## src/rtl/hvtx_motion_ctl.sv

```systemverilog
// Moving-box origin controller: steps a BOX_SIZE square once every FRAMES_PER_STEP vblanks.
// Define HVTX_MOTION_BOUNCE_EN for bounce motion; the default build walks the box in raster order.
module hvtx_motion_ctl #(
    parameter int WIDTH           = 11,
    parameter int ACTIVE_WIDTH    = 1280,
    parameter int ACTIVE_HEIGHT   = 720,
    parameter int BOX_SIZE        = 10,
    parameter int STEP            = 10,
    parameter int FRAMES_PER_STEP = 1,
    localparam int FCW            = (FRAMES_PER_STEP > 1) ? $clog2(FRAMES_PER_STEP) : 1
) (
    input  logic             i_clk,
    input  logic             i_rst,
    input  logic             i_vblank,
    input  logic             i_pause,
    input  logic             i_load,
    input  logic [WIDTH-1:0] i_load_x,
    input  logic [WIDTH-1:0] i_load_y,
    input  logic [WIDTH-1:0] i_x,
    input  logic [WIDTH-1:0] i_y,
    output logic [WIDTH-1:0] o_box_x,
    output logic [WIDTH-1:0] o_box_y,
    output logic             o_hit,
    output logic             o_update,
    output logic [1:0]       o_dbg_state,
    output logic [FCW-1:0]   o_dbg_frm_cnt
);

    typedef enum logic [1:0] {
        S_IDLE  = 2'd0,
        S_RUN   = 2'd1,
        S_STEP  = 2'd2,
        S_PAUSE = 2'd3
    } state_t;

    localparam logic [WIDTH:0]   XMAX     = (WIDTH+1)'(ACTIVE_WIDTH - BOX_SIZE);
    localparam logic [WIDTH:0]   YMAX     = (WIDTH+1)'(ACTIVE_HEIGHT - BOX_SIZE);
    localparam logic [WIDTH-1:0] XMAX_N   = WIDTH'(ACTIVE_WIDTH - BOX_SIZE);
    localparam logic [WIDTH-1:0] YMAX_N   = WIDTH'(ACTIVE_HEIGHT - BOX_SIZE);
    localparam logic [WIDTH:0]   STEP_W   = (WIDTH+1)'(STEP);
    localparam logic [WIDTH:0]   BOX_W    = (WIDTH+1)'(BOX_SIZE);
    localparam logic [FCW-1:0]   FRM_LAST = FCW'(FRAMES_PER_STEP - 1);

    state_t           state_q, state_d;
    logic [FCW-1:0]   frm_cnt_q, frm_cnt_d;
    logic [WIDTH-1:0] box_x_q, box_x_d;
    logic [WIDTH-1:0] box_y_q, box_y_d;
    logic             hit_q, hit_d;
    logic             update_q, update_d;
    logic             dx_q, dx_d;   // 1 = moving toward 0
    logic             dy_q, dy_d;

    // Step arithmetic is carried one bit wider than the coordinates.
    logic [WIDTH:0]   bx, by, sum_x, sum_y, nx, ny;
    logic             ndx, ndy;

    always_comb begin
        bx    = {1'b0, box_x_q};
        by    = {1'b0, box_y_q};
        sum_x = bx + STEP_W;
        sum_y = by + STEP_W;
        nx    = bx;
        ny    = by;
        ndx   = dx_q;
        ndy   = dy_q;
`ifdef HVTX_MOTION_BOUNCE_EN
        if (!dx_q) begin
            if (sum_x >= XMAX) begin
                nx  = XMAX;
                ndx = 1'b1;
            end else begin
                nx = sum_x;
            end
        end else begin
            if (bx <= STEP_W) begin
                nx  = '0;
                ndx = 1'b0;
            end else begin
                nx = bx - STEP_W;
            end
        end
        if (!dy_q) begin
            if (sum_y >= YMAX) begin
                ny  = YMAX;
                ndy = 1'b1;
            end else begin
                ny = sum_y;
            end
        end else begin
            if (by <= STEP_W) begin
                ny  = '0;
                ndy = 1'b0;
            end else begin
                ny = by - STEP_W;
            end
        end
`else
        if (sum_x > XMAX) begin
            nx = '0;
            ny = (sum_y > YMAX) ? '0 : sum_y;
        end else begin
            nx = sum_x;
        end
`endif
    end

    always_comb begin
        state_d   = state_q;
        frm_cnt_d = frm_cnt_q;
        box_x_d   = box_x_q;
        box_y_d   = box_y_q;
        update_d  = 1'b0;
        dx_d      = dx_q;
        dy_d      = dy_q;

        unique case (state_q)
            S_IDLE: begin
                if (i_vblank) state_d = S_RUN;
            end
            S_RUN: begin
                if (i_vblank) begin
                    if (frm_cnt_q == FRM_LAST) begin
                        frm_cnt_d = '0;
                        state_d   = S_STEP;
                    end else begin
                        frm_cnt_d = frm_cnt_q + 1'b1;
                        if (i_pause) state_d = S_PAUSE;
                    end
                end else if (i_pause) begin
                    state_d = S_PAUSE;
                end
            end
            S_STEP: begin
                box_x_d  = nx[WIDTH-1:0];
                box_y_d  = ny[WIDTH-1:0];
                dx_d     = ndx;
                dy_d     = ndy;
                update_d = 1'b1;
                state_d  = i_pause ? S_PAUSE : S_RUN;
            end
            S_PAUSE: begin
                if (!i_pause) state_d = S_RUN;
            end
            default: state_d = S_IDLE;
        endcase

        // A load overrides any step computed above but never starts the FSM.
        if (i_load) begin
            box_x_d   = ({1'b0, i_load_x} > XMAX) ? XMAX_N : i_load_x;
            box_y_d   = ({1'b0, i_load_y} > YMAX) ? YMAX_N : i_load_y;
            frm_cnt_d = '0;
            update_d  = 1'b0;
            dx_d      = dx_q;
            dy_d      = dy_q;
            if (state_q == S_IDLE) state_d = S_IDLE;
        end
    end

    always_comb begin
        hit_d = ({1'b0, i_x} >= bx) && ({1'b0, i_x} < bx + BOX_W) &&
                ({1'b0, i_y} >= by) && ({1'b0, i_y} < by + BOX_W);
    end

    always_ff @(posedge i_clk) begin
        if (i_rst) begin
            state_q   <= S_IDLE;
            frm_cnt_q <= '0;
            box_x_q   <= '0;
            box_y_q   <= '0;
            hit_q     <= 1'b0;
            update_q  <= 1'b0;
            dx_q      <= 1'b0;
            dy_q      <= 1'b0;
        end else begin
            state_q   <= state_d;
            frm_cnt_q <= frm_cnt_d;
            box_x_q   <= box_x_d;
            box_y_q   <= box_y_d;
            hit_q     <= hit_d;
            update_q  <= update_d;
            dx_q      <= dx_d;
            dy_q      <= dy_d;
        end
    end

    assign o_box_x       = box_x_q;
    assign o_box_y       = box_y_q;
    assign o_hit         = hit_q;
    assign o_update      = update_q;
    assign o_dbg_state   = state_q;
    assign o_dbg_frm_cnt = frm_cnt_q;

endmodule
```

## config.mk

```make
export PLATFORM = sky130hd
export DESIGN_NAME = hvtx_motion_ctl
export DESIGN_NICKNAME = d
export VERILOG_FILES = /design/src/rtl/hvtx_motion_ctl.sv
export SDC_FILE = /design/constraint.sdc
export NUM_CORES = 1
export LEC_CHECK = 0
export ABC_CLOCK_PERIOD_IN_PS = 4850
export CAP_MARGIN = 20
export CORE_UTILIZATION = 54
export CTS_CLUSTER_SIZE = 16
export DETAILED_ROUTE_END_ITERATION = 16
export PLACE_DENSITY_LB_ADDON = 0.1
export SLEW_MARGIN = 20
export SYNTH_ARGS = -nofsm -noshare
export SYNTH_HDL_FRONTEND = slang
export SYNTH_SLANG_ARGS = --single-unit
```

## constraint.sdc

```tcl
create_clock -name i_clk -period 4.85 [get_ports i_clk]
set_input_delay 1.455 -clock i_clk [delete_from_list [all_inputs] [get_ports i_clk]]
set_output_delay 1.455 -clock i_clk [all_outputs]
set_load 0.02 [all_outputs]
```

After elaboration in Yosys (flattened, before gate mapping):

Cells that the tools add are included.

* add/subtract/negate cells: 3
* order comparisons: 8
* eq/ne operators: 3
* mux-type cells: 20
* reduce and logical (&&, ||, !) cells: 9

Operators by type and width (count)
* $mux W11: 9
* $add A11 B4 Y12 const B: 2
* $lt A11 B12 Y1: 2
* $ge A11 B11 Y1: 2
* $mux W2: 8
* $gt A12 B10 Y1 const B: 1
* $gt A12 B11 Y1 const B: 1
* $gt A11 B10 Y1 const B: 1
* $gt A11 B11 Y1 const B: 1
* $pmux W2 S4: 1
* $eq A2 B2 Y1 const B: 2
* $reduce_and A2 Y1: 2
* $reduce_bool A2 Y1: 2
* $logic_and A1 B1 Y1: 3
* $eq A2 B1 Y1 const B: 1
* $logic_not A2 Y1: 1
* $mux W1: 2
* $reduce_or A2 Y1: 1
* $add A1 B1 Y1 const B: 1

* bits in registers: 27
* input bits: 49
* output and inout port bits: 27
* word-level logic and storage cells: 49

Longest topological paths before layout:

Gate-level depths: netlist of the first run.

* depth in word-level cells: 6
* mapped depth: 12
* gate-level depth less buffers: 11

Worst setup path after synthesis of the first run:

No wires, ideal clock.

* kind: in2reg
* from: input i_x[1]
* to: register hit_q, in the netlist o_hit
* library setup time: 0.116 ns
* data arrival time: 2.771 ns
* data required time: 4.734 ns
* setup slack: 1.962 ns
* stages on the path: 8
* path buffers: 0
* cell sequence: ha_1 > nor2b_1 > o21a_1 > o21a_1 > o21a_1 > o21ai_0 > o2111ai_1 > and4_1

* word-level cells in the longest chain between the ends: 4
* elaborated cells on any way between the ends: 5
* classes of those cells: order compare (2); reduce/logical (3)

Ends and longest elaborated chain
* start: declaration: RTL line 19 `input logic [WIDTH-1:0] i_x,`
* $lt A11 B12 Y1 or $ge A11 B11 Y1 (tied branches): RTL line 160 `hit_d = ({1'b0, i_x} >= bx) && ({1'b0, i_x} < bx + BOX_W) &&`
* $logic_and A1 B1 Y1 * (2 in series): RTL line 160
* $logic_and A1 B1 Y1 *: RTL line 161 `({1'b0, i_y} >= by) && ({1'b0, i_y} < by + BOX_W);`
* end signal: assignment: RTL line 179 `hit_q <= hit_d;`
* end: declaration: RTL line 48 `logic hit_q, hit_d;`

Mark *: on every way between the ends. The rest lies on a longest branch, timed or not.
A chain may end at the register's enable or synchronous reset.

Worst setup path in the final report of the first run:

* from: input i_load
* to: register box_y_q[9], in the netlist o_box_y[9]

* word-level cells in the longest chain between the ends: 2
* elaborated cells on any way between the ends: 4
* classes of those cells: mux (1); reduce/logical (3)

Ends and longest elaborated chain
* start: declaration: RTL line 16 `input logic i_load,`
* $reduce_bool A2 Y1 (no line)
* $reduce_and A2 Y1 (no line)
* end signal: assignment: RTL line 178 `box_y_q <= box_y_d;`
* end: declaration: RTL line 47 `logic [WIDTH-1:0] box_y_q, box_y_d;`

Parallel ways exist; a longest one is shown, timed or not.

==> flow_metrics.py, run 1 <==
metrics = {
    "place": {
        "gp_congestion": 0.895,
        "dp_cells": 490,
        "dpl.hpwl_mm": 6.32,
        "io_buffers": 74,
        "place_area_um2": 3670,
    },
    "job": {
        "drv_cap": 0,
    },
    "floorplanning": {
        "die_area_um2": 5710,
        "start_util_pct": 56.5,
        "die_h_um": 75.6,
        "ios": 76,
        "coreArea_um2": 5170,
        "placementRows": 26,
        "die_x_um": 75.6,
    },
    "global_routing": {
        "antenna_found_initial": 0,
        "grt_max_degree": 30,
        "grt-ovfl-total": 0,
        "grtUsageTotal_pct": 28.3,
        "grt_pass1_wl_mm": 12.4,
        "grt_pass1_vias": 2563,
    },
    "route": {
        "via_count": 3017,
        "firstDrtPassIters": 5,
        "wl_per_cell_um": 15.9,
        "ant_nets": 0,
        "drtIter0Drc": 245,
        "drc": 0,
        "drt-total-wl_mm": 7.82,
        "avgViaCountPerCell": 6.12,
    },
    "run_status": {
        "status": "complete, no violations",
    },
    "sta": {
        "clock_skew_ns": 0.00290,
        "fmax_mhz": 278,
        "rsz0062_at_grt": "no",
        "hold_viol_final": 0,
        "report.final.slew_viol_count": 0,
        "setup_violations": 0,
        "period_share_pct": 74.3,
        "max_slew_margin_pct": 45.4,
        "tightest_slew_ns": 0.817,
        "fin_crit_ns": 3.60,
        "tns_ns": 0,
    },
    "worst_setup_path": {
        "ff2ff_setup_slack_ns": 1.73,
        "crit_path_max_incr_delay_ns": 0.83,
        "crit_buf_inv": 1,
        "cp_data_arrival_time_ns": 3.79,
        "r2r_end": "o_hit$_SDFF_PP0_",
        "cp_slowest_cell": "clkdlybuf4s50_1",
        "crit_chain": "clkdlybuf4s50_1 > a31o_2 > a221o_2 > nand2b_2 > nor2_1 > a211oi_2",
        "worstPathRequired_ns": 5.04,
        "crit_fanout": 24,
        "cp-end-kind": "flop",
        "crit_type": "primary input to flop",
        "crit_family": "compound AO/OA/AOI/OAI gates",
        "timing.rr.start": "o_box_y[1]$_SDFFE_PP0P_",
        "rr_worst_depth": 11,
        "startpoint_type": "primary input",
    },
    "hold_path": {
        "min_from": "o_dbg_state[1]$_SDFF_PP0_",
        "hold_path_class": "flop to flop",
        "hold_end": "o_dbg_state[0]$_SDFF_PP0_",
        "hold_path_depth": 2,
    },
    "synth": {
        "synth_seq_cells": 26,
        "synth_fp_nets": 449,
        "synth.distinct_cells": 68,
        "synthDominantCellAreaShare_pct": 17.8,
        "ys.flop_type": "dfxtp_1",
        "ys_warn_count": 0,
        "yosys-top-cells-count": "40 x ha_1, 31 x inv_1, 29 x o21ai_0",
        "synth_top_family_by_area": "compound AO/OA/AOI/OAI gates",
        "synth_compound_area_share_pct": 33.5,
        "synth-simple-area-share_pct": 19.1,
        "seq_area_frac_synth_pct": 17.8,
        "avgSynthCellArea_um2": 8.12,
        "synth_edf_count": 0,
        "synth_most_common_cell": "ha_1",
        "netlist_instances": 360,
        "syn-cell-area_um2": 2920,
        "synth_top_area_cell": "dfxtp_1",
        "async_flop_share_pct": 0,
        "synthAdderAreaFrac_pct": 17.1,
        "synth_area_leaders": "dfxtp_1 18%, ha_1 17%, o21ai_0 5.0%",
        "yosys.area_share.xor_xnor_pct": 4.20,
        "synth.area.mux_share_pct": 0.728,
    },
    "layout": {
        "fin_area_um2": 3710,
        "stdcell_count": 493,
        "syn2layout_area_growth_pct": 26.9,
        "antenna_cells": 0,
        "nNetsFinal": 514,
        "drive_above_1_share_pct": 8.98,
        "nFillCells": 407,
    },
    "power": {
        "p_per_area_nw_per_um2": 184,
        "max-vdd-ir-drop_mv": 0.185,
        "power.total_w": 0.000682,
        "leakagePower_nw": 1.36,
    },
    "clock_tree": {
        "postCtsSetupRepairBufs": 0,
        "cts_tree": "built",
        "clock_latency_ns": 0.27,
        "path_clk_slew_ns": 0.09,
        "postCtsResizedCells": 0,
        "ctsHoldBuffers": 0,
        "cts.path.max_buffers": 2,
        "numCtsBuffers": 3,
        "cts_root_buffer": "clkbuf_8",
        "ctsHtreeMaxLevel": 1,
        "cts.sinks": 26,
    },
}
stage by stage:
step	worst slack, ns	util, %	hold WS [ns]
finish	1.25	71.7	0.515
global placement	1.07	70.9	0.499
detailed placement	0.978	70.9	0.506
floorplan	1.96	-	0.569
CTS	1.26	71.7	0.522
global route	1.08	71.7	0.559
worst max-delay path by stage:
stage / end / slack (ns) / startpoint / cells past startpoint
2_1_floorplan: o_hit$_SDFF_PP0_ / 1.96 / i_x[1] / 8
3_3_place_gp: o_box_y[9]$_SDFFE_PP0P_ / 1.07 / i_load / 6
3_5_place_dp: o_box_y[9]$_SDFFE_PP0P_ / 0.98 / i_load / 6
4_1_cts: o_box_y[9]$_SDFFE_PP0P_ / 1.26 / i_load / 6
5_1_grt: o_box_y[9]$_SDFFE_PP0P_ / 1.08 / i_load / 6
6_report: o_box_y[9]$_SDFFE_PP0P_ / 1.25 / i_load / 6
sequential cells by signal, summed over array words and instances, names as in the netlist:
signal       flops
o_box_y         11
o_hit            1
o_update         1
o_dbg_state      2
o_box_x         11
report_power, final:
group          internal (W)  switching, W
Clock             0.0000556     0.0000669
Sequential         0.000228     0.0000301
Combinational      0.000147      0.000155
Total              0.000430      0.000252
routing by layer:
metal | up-vias | GRT usage, % | share of wire [%]
li1 | 1480 | - | -
met5 | - | 0 | 0
met4 | 0 | 3.09 | 0.65
met1 | 1372 | 44.9 | 50
met2 | 155 | 42.1 | 42
met3 | 10 | 2.65 | 7.7
worst reg2reg max path, cell delays in order (launching register included):
cell and delay [ns]:
dfxtp_1 0.46, ha_1 0.37, o2111ai_4 0.20, or3_4 0.39
and2_2 0.23, ha_1 0.29, a2111oi_0 0.33, o21ai_0 0.14
o22ai_1 0.20, a21boi_0 0.17, or2_2 0.14, and4_1 0.15
cell usage in the layout (no fill, tap or decap), types with 8 or more instances in the layout:
master           synthesis  final
nor3_1                  14     14
o21ai_0                 29     29
a31oi_1                  8      8
ha_1                    40     40
nand2_1                 20     20
nor2_1                  20     20
dfxtp_1                 26     26
clkdlybuf4s50_1          0     74
inv_1                   31     31
a211oi_2                 9      9
a21oi_1                 23     23
o21a_1                   9      9
xnor2_1                 11     11
logic make-up (layout without fill, tap and decap cells):
logic type      after synthesis  after routing
flops                        26             26
compound gates              128            128
buf+inv                      47            110
simple gates                102            102
mux                           2              2
xor+xnor                     14             14
fa+ha+maj                    40             40
other cells                   1              1
area by class of cell:
type,instances,area [µm²],area share [%]
clock buffer,3,41.3,1.11
multi-input combinational,287,2190,59.0
sequential,26,520,14.0
timing repair buffer,76,756,20.4
inverter,31,116,3.14
tap,70,87.6,2.36
Power figures use the tool's default switching activity.
==> run 2, diff against run 1 <==
- ABC_CLOCK_PERIOD_IN_PS: 4850 -> 3500
- CORE_UTILIZATION: 54 -> 50
- clock period: 4.85 -> 3.5 ns (I/O delays scaled with it)
==> run 2 against run 1 <==
- sequential power is 37% higher
- wire length is 0.96% higher
- power is 52% higher
- cell area is 1.3% higher
- register-to-register slack worse by 1.3 ns
- critical path type is now flop to flop
- largest cell class unchanged
- combinational power is 40% higher
- flip-flop and latch count stayed put
- critical endpoint is now o_hit$_SDFF_PP0_
==> flow_metrics.py, run 2 (same netlist as run 1, synthesis figures left out) <==
metrics = {
    "worst_setup_path": {
        "crit_fanout": 7,
        "crit_buf_inv": 0,
        "cp-end-kind": "flop",
        "crit_path_max_incr_delay_ns": 0.42,
        "cp_slowest_cell": "dfxtp_1",
        "path_common_cell": "ha_1",
        "startpoint_type": "flop",
        "crit_family": "compound AO/OA/AOI/OAI gates",
        "crit_chain": "ha_1 > o2111ai_4 > or3_4 > and2_2 > ha_1 > a2111oi_0 > o21ai_0 > o22ai_1 > a21boi_0 > or2_2 > and4_1",
        "worstPathRequired_ns": 3.73,
        "cp_data_arrival_time_ns": 3.32,
        "crit_type": "flop to flop",
    },
    "floorplanning": {
        "die_x_um": 78.4,
        "die_h_um": 78.4,
        "coreArea_um2": 5570,
        "die_area_um2": 6150,
        "start_util_pct": 52.4,
        "placementRows": 27,
        "ios": 76,
    },
    "sta": {
        "fin_crit_ns": 3.09,
        "max_slew_margin_pct": 62.0,
        "report.final.slew_viol_count": 0,
        "tns_ns": 0,
        "hold_viol_final": 0,
        "fmax_mhz": 324,
        "clock_skew_ns": 0.00314,
        "tightest_slew_ns": 0.570,
        "period_share_pct": 88.3,
        "setup_violations": 0,
        "rsz0062_at_grt": "no",
    },
    "clock_tree": {
        "path_clk_slew_ns": 0.09,
        "ctsHtreeMaxLevel": 1,
        "numCtsBuffers": 3,
        "cts_root_buffer": "clkbuf_8",
        "ctsHoldBuffers": 0,
        "cts_tree": "built",
        "postCtsResizedCells": 0,
        "clock_latency_ns": 0.28,
        "cts.path.max_buffers": 2,
        "cts.sinks": 26,
        "postCtsSetupRepairBufs": 0,
    },
    "route": {
        "via_count": 2957,
        "drc": 0,
        "wl_per_cell_um": 15.9,
        "avgViaCountPerCell": 5.94,
        "firstDrtPassIters": 5,
        "drtIter0Drc": 218,
        "drt-total-wl_mm": 7.89,
        "ant_nets": 0,
    },
    "global_routing": {
        "grt_max_degree": 29,
        "grt_pass1_wl_mm": 13.2,
        "grt_pass1_vias": 2742,
        "grtUsageTotal_pct": 27.0,
        "grt-ovfl-total": 0,
        "antenna_found_initial": 0,
    },
    "layout": {
        "syn2layout_area_growth_pct": 28.5,
        "final_common_cell": "clkdlybuf4s50_1",
        "nNetsFinal": 516,
        "final_cell_mix": "74 x clkdlybuf4s50_1, 40 x ha_1, 31 x inv_1",
        "nFillCells": 469,
        "fin_util_pct": 67.4,
        "antenna_cells": 0,
        "drive_above_1_share_pct": 9.62,
        "fin_area_um2": 3750,
    },
    "run_status": {
        "status": "complete, no violations",
    },
    "power": {
        "max-vdd-ir-drop_mv": 0.224,
        "power.total_w": 0.00103,
        "p_per_area_nw_per_um2": 276,
        "leakagePower_nw": 1.38,
    },
    "place": {
        "gp_congestion": 0.896,
        "io_buffers": 74,
        "dpl.hpwl_mm": 6.34,
        "place_area_um2": 3680,
    },
    "hold_path": {
        "hold_path_class": "flop to flop",
    },
    "job": {
        "drv_cap": 0,
    },
}
[run 2: changes by cell type in the layout (fill, tap and decap cells not counted), sizes merged]
cell,change
bufinv,+1
buf,+2
[run 2: worst paths after layout]
check	start	endpoint	slack, ns	cells past startpoint
worst max-delay path	o_box_y[1]$_SDFFE_PP0P_	o_hit$_SDFF_PP0_	0.41	11
worst min-delay path	o_dbg_state[1]$_SDFF_PP0_	o_dbg_state[0]$_SDFF_PP0_	0.52	2
worst max register to register	o_box_y[1]$_SDFFE_PP0P_	o_hit$_SDFF_PP0_	0.41	11
worst min register to register	o_dbg_state[1]$_SDFF_PP0_	o_dbg_state[0]$_SDFF_PP0_	0.52	2
[run 2: per-layer routing]
layer | up-vias | global-route usage [%] | share of wire (%)
met2 | 101 | 41.5 | 43
met4 | 0 | 5.37 | 0.72
li1 | 1482 | - | -
met1 | 1367 | 39.7 | 49
met3 | 7 | 3.72 | 6.8
met5 | - | 0 | 0
[run 2: area by class of cell]
cell class | instances | area [µm²] | share of cell area [%]
inverters | 31 | 116 | 3.10
flip-flops and latches | 26 | 520 | 13.9
multi-input cells | 287 | 2190 | 58.2
clock inverters | 1 | 30.0 | 0.800
repair buffers | 78 | 771 | 20.5
clock buffers | 3 | 41.3 | 1.10
well taps | 72 | 90.1 | 2.40
[run 2: worst min-delay path, stage by stage (launching register included)]
cell     delay (ns)
dfxtp_1        0.34
inv_1          0.08
a21oi_1        0.06
[run 2: metrics by stage]
step | hold WS, ns | instances | worst slack [ns]
final | 0.520 | 498 | 0.410
after global routing | 0.562 | 498 | 0.237
after CTS | 0.525 | 498 | 0.445
after detailed placement | 0.508 | 494 | 0.427
after global placement | 0.502 | 494 | 0.455
after floorplan | 0.569 | 360 | 0.628
[run 2: where the power goes]
part / switching, W / internal, W / total, W
Combinational: 0.000218 / 0.000206 / 0.000424
Sequential: 0.0000389 / 0.000316 / 0.000354
Clock: 0.000103 / 0.000153 / 0.000256
Total: 0.000360 / 0.000675 / 0.00103
